<file path="src/rtl/polar_sequencer_pkg.sv">
// Shared definitions for the polar sequencer: FSM encoding, angle constants in
// 9.10 fixed-point degrees, sector thresholds and operand negation helper.
package polar_sequencer_pkg;

    typedef enum logic [2:0] {
        ST_IDLE,
        ST_START,
        ST_RUN,
        ST_NORM,
        ST_OUT
    } state_t;

    localparam logic signed [19:0] DEG180  = 20'sd184320;
    localparam logic signed [19:0] DEG360  = 20'sd368640;
    localparam logic        [18:0] DEG22_5 = 19'd23040;
    localparam logic        [18:0] DEG45   = 19'd46080;

    localparam int NUM_SECTORS = 8;

    // Sector k starts at 22.5 + 45*(k-1) degrees; element 0 is the lowest boundary.
    localparam logic [NUM_SECTORS-1:0][18:0] SECTOR_THR = {
        19'd345600, 19'd299520, 19'd253440, 19'd207360,
        19'd161280, 19'd115200, 19'd69120,  19'd23040
    };

    function automatic logic signed [15:0] neg_sat(input logic signed [15:0] v);
        if (v == 16'sh8000) begin
            return 16'sh7fff;
        end
        return -v;
    endfunction

endpackage

</file>
<file path="src/rtl/polar_sequencer_angle_sector.sv">
// Maps a normalised angle in [0, 360) degrees (9.10 fixed point) to one of
// eight compass sectors centred on the axes and diagonals.
module angle_sector
    import polar_sequencer_pkg::*;
(
    input  logic [18:0] angle,
    output logic [2:0]  sector
);

    logic [NUM_SECTORS-1:0] above;

    genvar gi;
    generate
        for (gi = 0; gi < NUM_SECTORS; gi++) begin : g_thr
            assign above[gi] = (angle >= SECTOR_THR[gi]);
        end
    endgenerate

    // Counting crossed boundaries; all eight crossed wraps to 0 (the +x sector).
    always_comb begin
        sector = 3'd0;
        for (int i = 0; i < NUM_SECTORS; i++) begin
            sector = sector + {2'b00, above[i]};
        end
    end

endmodule

</file>
<file path="src/rtl/polar_sequencer.sv">
// Sequences one wind vector through an external CORDIC stage: pre-rotates the
// operands into the right half-plane, times the CORDIC run, then normalises.
module polar_sequencer
    import polar_sequencer_pkg::*;
#(
    parameter int CORDIC_LAT = 8
) (
    input  logic               clock,
    input  logic               reset,
    input  logic               req_valid,
    output logic               req_ready,
    input  logic signed [15:0] x_in,
    input  logic signed [15:0] y_in,
    output logic               cordic_start,
    output logic               cordic_enable,
    output logic signed [15:0] cordic_x,
    output logic signed [15:0] cordic_y,
    input  logic signed [18:0] cordic_angle,
    input  logic        [15:0] cordic_mod,
    output logic               out_valid,
    input  logic               out_ready,
    output logic        [18:0] out_angle,
    output logic        [15:0] out_mod,
    output logic        [2:0]  out_sector,
    output logic               busy
);

    localparam int CNT_W = (CORDIC_LAT > 1) ? $clog2(CORDIC_LAT) : 1;
    localparam logic [CNT_W-1:0] CNT_LAST = CNT_W'(CORDIC_LAT - 1);

    state_t                state_q, state_d;
    logic [CNT_W-1:0]      cnt_q, cnt_d;
    logic                  quad_q, quad_d;
    logic                  zero_q, zero_d;
    logic signed [15:0]    cordic_x_q, cordic_x_d;
    logic signed [15:0]    cordic_y_q, cordic_y_d;
    logic signed [18:0]    angle_q, angle_d;
    logic        [15:0]    mod_q, mod_d;
    logic                  out_valid_q, out_valid_d;
    logic        [18:0]    out_angle_q, out_angle_d;
    logic        [15:0]    out_mod_q, out_mod_d;
    logic        [2:0]     out_sector_q, out_sector_d;

    logic signed [19:0]    norm_sum;
    logic        [18:0]    norm_angle;
    logic        [2:0]     norm_sector;

    // Undo the half-plane pre-rotation and fold into [0, 360).
    always_comb begin
        norm_sum = {angle_q[18], angle_q};
        if (quad_q) begin
            norm_sum = norm_sum + DEG180;
        end
        if (norm_sum < 20'sd0) begin
            norm_sum = norm_sum + DEG360;
        end
        if (norm_sum >= DEG360) begin
            norm_sum = norm_sum - DEG360;
        end
        norm_angle = norm_sum[18:0];
    end

    angle_sector u_angle_sector (
        .angle  (norm_angle),
        .sector (norm_sector)
    );

    always_comb begin
        state_d      = state_q;
        cnt_d        = cnt_q;
        quad_d       = quad_q;
        zero_d       = zero_q;
        cordic_x_d   = cordic_x_q;
        cordic_y_d   = cordic_y_q;
        angle_d      = angle_q;
        mod_d        = mod_q;
        out_valid_d  = out_valid_q;
        out_angle_d  = out_angle_q;
        out_mod_d    = out_mod_q;
        out_sector_d = out_sector_q;
        req_ready     = 1'b0;
        cordic_start  = 1'b0;
        cordic_enable = 1'b0;

        case (state_q)
            ST_IDLE: begin
                req_ready = 1'b1;
                if (req_valid) begin
                    state_d    = ST_START;
                    quad_d     = x_in[15];
                    zero_d     = (x_in == 16'sd0) && (y_in == 16'sd0);
                    cordic_x_d = x_in[15] ? neg_sat(x_in) : x_in;
                    cordic_y_d = x_in[15] ? neg_sat(y_in) : y_in;
                end
            end
            ST_START: begin
                cordic_start  = 1'b1;
                cordic_enable = 1'b1;
                cnt_d         = '0;
                state_d       = ST_RUN;
            end
            ST_RUN: begin
                cordic_enable = 1'b1;
                if (cnt_q == CNT_LAST) begin
                    angle_d = cordic_angle;
                    mod_d   = cordic_mod;
                    state_d = ST_NORM;
                end else begin
                    cnt_d = cnt_q + 1'b1;
                end
            end
            ST_NORM: begin
                out_valid_d  = 1'b1;
                out_angle_d  = zero_q ? 19'd0 : norm_angle;
                out_mod_d    = zero_q ? 16'd0 : mod_q;
                out_sector_d = zero_q ? 3'd0  : norm_sector;
                state_d      = ST_OUT;
            end
            ST_OUT: begin
                if (out_ready) begin
                    out_valid_d = 1'b0;
                    state_d     = ST_IDLE;
                end
            end
            default: begin
                state_d = ST_IDLE;
            end
        endcase
    end

    always_ff @(posedge clock) begin
        if (reset) begin
            state_q      <= ST_IDLE;
            cnt_q        <= '0;
            quad_q       <= 1'b0;
            zero_q       <= 1'b0;
            cordic_x_q   <= '0;
            cordic_y_q   <= '0;
            angle_q      <= '0;
            mod_q        <= '0;
            out_valid_q  <= 1'b0;
            out_angle_q  <= '0;
            out_mod_q    <= '0;
            out_sector_q <= '0;
        end else begin
            state_q      <= state_d;
            cnt_q        <= cnt_d;
            quad_q       <= quad_d;
            zero_q       <= zero_d;
            cordic_x_q   <= cordic_x_d;
            cordic_y_q   <= cordic_y_d;
            angle_q      <= angle_d;
            mod_q        <= mod_d;
            out_valid_q  <= out_valid_d;
            out_angle_q  <= out_angle_d;
            out_mod_q    <= out_mod_d;
            out_sector_q <= out_sector_d;
        end
    end

    assign cordic_x   = cordic_x_q;
    assign cordic_y   = cordic_y_q;
    assign out_valid  = out_valid_q;
    assign out_angle  = out_angle_q;
    assign out_mod    = out_mod_q;
    assign out_sector = out_sector_q;
    assign busy       = (state_q != ST_IDLE);

endmodule
</file>
<file path="config.mk">
export PLATFORM = sky130hd
export DESIGN_NAME = polar_sequencer
export DESIGN_NICKNAME = d
export VERILOG_FILES = /design/src/rtl/polar_sequencer_pkg.sv /design/src/rtl/polar_sequencer_angle_sector.sv /design/src/rtl/polar_sequencer.sv
export SDC_FILE = /design/constraint.sdc
export NUM_CORES = 1
export LEC_CHECK = 0
export CAP_MARGIN = 25
export CORE_MARGIN = 2
export CORE_UTILIZATION = 50
export DETAILED_ROUTE_END_ITERATION = 7
export PLACE_DENSITY = 0.88
export SYNTH_ARGS = -nofsm -noshare
export SYNTH_HDL_FRONTEND = slang
export SYNTH_SLANG_ARGS = --single-unit
export TNS_END_PERCENT = 100
</file>
<file path="constraint.sdc">
create_clock -name clock -period 6.9 [get_ports clock]
set_clock_uncertainty 0.2 [all_clocks]
set_input_delay 1.38 -clock clock [delete_from_list [all_inputs] [get_ports clock]]
set_output_delay 1.38 -clock clock [all_outputs]
set_load 0.03 [all_outputs]
</file>
==> metrics.txt <==
Worst Tran Pin Value 0.836 ns; WL/cell 15.9 µm; post-synthesis sequential area ratio 38.4%; RR Startpoint angle_q[13]; die area 12800 µm²; cell with the most instances after synthesis dfxtp_1; CTS max path bufs 2; Clock Latency Late Sink 0.42 ns; Post-Synthesis Cells 747; remaining routing DRC violations 5; clk sinks 114; Worst Path Arrival 6.27 ns; number of buffers added on ports 145; clock-pin slew on the worst setup and hold paths 0.05 ns; top cell type's share of synthesized area 38.4%; post-layout minimum cycle time 6.20 ns; I/O pin cnt 146; #FFs+latches synth 114; commonest cells in the netlist 114 x dfxtp_1, 111 x nand2_1, 96 x nor2_1; CTS root buf clkbuf_16; multi-input logic area 3400 µm²; RSZ-0062 raised after global routing false; CTS Buf Count 17; largest cells by area after synthesis dfxtp_1 38%, a21oi_1 7.8%, nand2_1 7.0%, nor2_1 6.1%, nor3b_1 3.8%; Setup Crit Path Kind register to register; post-CTS sizing 0; largest net degree at the start of global routing 86; critical path cell sequence ha_1, nand2b_1, xnor2_1, ha_1, o31a_1, o22ai_1, mux2i_1, nand2_1, nand2_1, nor4_1, nor3_1, o311ai_0, ha_1, fa_1, inv_1, fa_1, fa_1, fa_1, xor2_1, nor3_1, a21oi_1, nor2_1; vias post-DR 5908; Max Clk Rate 161 MHz; fillers 872; Final Max Slew Viols 0; stages on the worst setup path 22; CP most frequent cell fa_1; overall power 1.94 mW; Max VDD drop 177 µV; Post-synth EDFFs 0; Post-CTS Setup Inserts 0; Final setup viols 0; CTS H-tree depth 4; DP Area 7420 µm²; pre-CTS WS 0.773 ns; Fin Hold WS 0.248 ns; antenna violations before repair 0; final instance area 8090 µm²; Hold/Removal Path Class register to register; Tcrit/Tclk final 89.9%; row count 39; Synth cell types 73; flop2flop setup slack 0.70 ns; CTS tree yes; ratio of cells with drive above 1 in the final layout 7.27%; DIE HEIGHT 113 µm; status finished, violations left; Slowest-stage cell, CP fa_1; Yosys warnings 0; Final ANT Viol Nets 0; die width 113 µm; Worst Setup SP angle_q[13]; Hold Buf Count CTS 0; CP endpoint kind register; GR Overflow Total 0; CP delay by family, top adder cells; first-pass GRT wire length 27.0 mm; mean area per synthesized cell 7.95 µm²; PwrDens 240 nW/µm²; initial DRC count 426; RePlAce Congestion 0.977; dominant synthesized flop cell dfxtp_1; setup TNS 0 ns; final worst slack 0.698 ns; Detailed Place HPWL 10.8 mm; iteration count of the initial detailed-routing pass 8; CP required 6.97 ns; crit start category register; Core Box Area 11500 µm²; Avg Vias per Cell 5.78; violated checks design-rule violations; Crit path buffers/inverters 1; synth-to-layout area growth 36.3%; All-Layer GR Usage 26.0%; Leak 2.90 nW; reg2reg end out_sector[2]; CP endpoint out_sector[2]; nets 952; reg2reg path depth 22; Starting Density 51.6%; Fin. Hold Viols 0; mapped cell area 5940 µm²; normalized max-slew margin 44.3%; vias in the first global route 5549; Synthesized Nets 831; max-cap violation count 0; aggregate routed wire length 16.3 mm; FFs w/ async S/R, synth 0%; Worst Path Max Fanout 8; Sequential Area 2280 µm²; diode count 0; cell taking the most area after synthesis dfxtp_1; Largest stage delay, worst path 0.54 ns
## stage by stage
| stage | util, % | cells |
|---|---|---|
| final | 70.3 | 1023 |
| after floorplan | - | 747 |
| after detailed placement | 64.4 | 991 |
| after global routing | 70.3 | 1023 |
| after CTS | 70.0 | 1022 |
| after global placement | 64.4 | 991 |
## cells by family after synthesis
family / Yosys count / share of synthesized area (%)
compound gates: 212 / 23.6
mux: 8 / 1.39
buf+inv: 64 / 4.47
fa+ha+maj: 13 / 3.24
flops: 114 / 38.4
simple gates: 308 / 24.8
xor+xnor: 28 / 4.13
## cell type report
type | instances | area share (%)
inverters | 11 | 0.510
clock inverters | 12 | 2.52
well taps | 143 | 2.21
repair buffers | 155 | 19.1
clock buffers | 19 | 5.47
multi-input cells | 569 | 42.0
flip-flops and latches | 114 | 28.2
## placed cells by master (no fill, tap or decap), drive strengths merged, types with 4 or more instances in the layout
cell           count
o21ai             20
xnor2             12
nand4              5
inv               13
buf               11
or3                7
ha                 9
nor2              96
nand2            112
o211ai             6
a21oi             96
clkinv             5
a22oi              9
mux2i              6
clkbuf            19
bufinv             5
dfxtp            114
and2               4
a31oi              4
nand4b             4
clkdlybuf4s50    144
xor2              16
nand2b             5
a211oi            28
nand3             10
o31ai              8
o21a               6
nor3b             30
fa                 4
nor3              16
o31a               4
nor4               4
## worst min-delay path by stage
stage	from	end	slack, ns	cells after the start
3_5_place_dp	angle_q[8]	angle_q[8]	0.24	2
5_1_grt	angle_q[8]	angle_q[8]	0.27	2
6_report	angle_q[8]	angle_q[8]	0.25	2
2_1_floorplan	angle_q[0]	angle_q[0]	0.23	2
3_3_place_gp	mod_q[14]	mod_q[14]	0.24	2
4_1_cts	angle_q[8]	angle_q[8]	0.25	2
## power breakdown
part,leakage (nW),switching (mW),internal (mW)
clock network,0.318,0.310,0.650
registers,0.925,0.0156,0.681
logic,1.66,0.160,0.126
total,2.90,0.486,1.46
## registers in the layout, summed over array words and instances (netlist names), 3 cells and up
| name | flops |
|---|---|
| state_q | 3 |
| out_angle | 19 |
| angle_q | 19 |
| out_mod | 16 |
| cordic_y | 16 |
| mod_q | 16 |
| cordic_x | 16 |
| out_sector | 3 |
| cnt_q | 3 |
## metal layers
| layer | part of all wire (%) | vias to the layer above | global-route usage [%] |
|---|---|---|---|
| li1 | - | 2897 | - |
| met1 | 41 | 2746 | 32.1 |
| met2 | 50 | 234 | 43.2 |
| met3 | 6.9 | 31 | 8.25 |
| met4 | 2.1 | 0 | 8.70 |
| met5 | 0 | - | 0 |
## worst min-delay path: cells and delay by family (launching register included)
family,cells,cell delay (ns)
DFF,1,0.30
AOI/OAI and AO/OA,1,0.05
and+or+nand+nor,1,0.05
No activity file was read; power rests on OpenSTA's default activity.
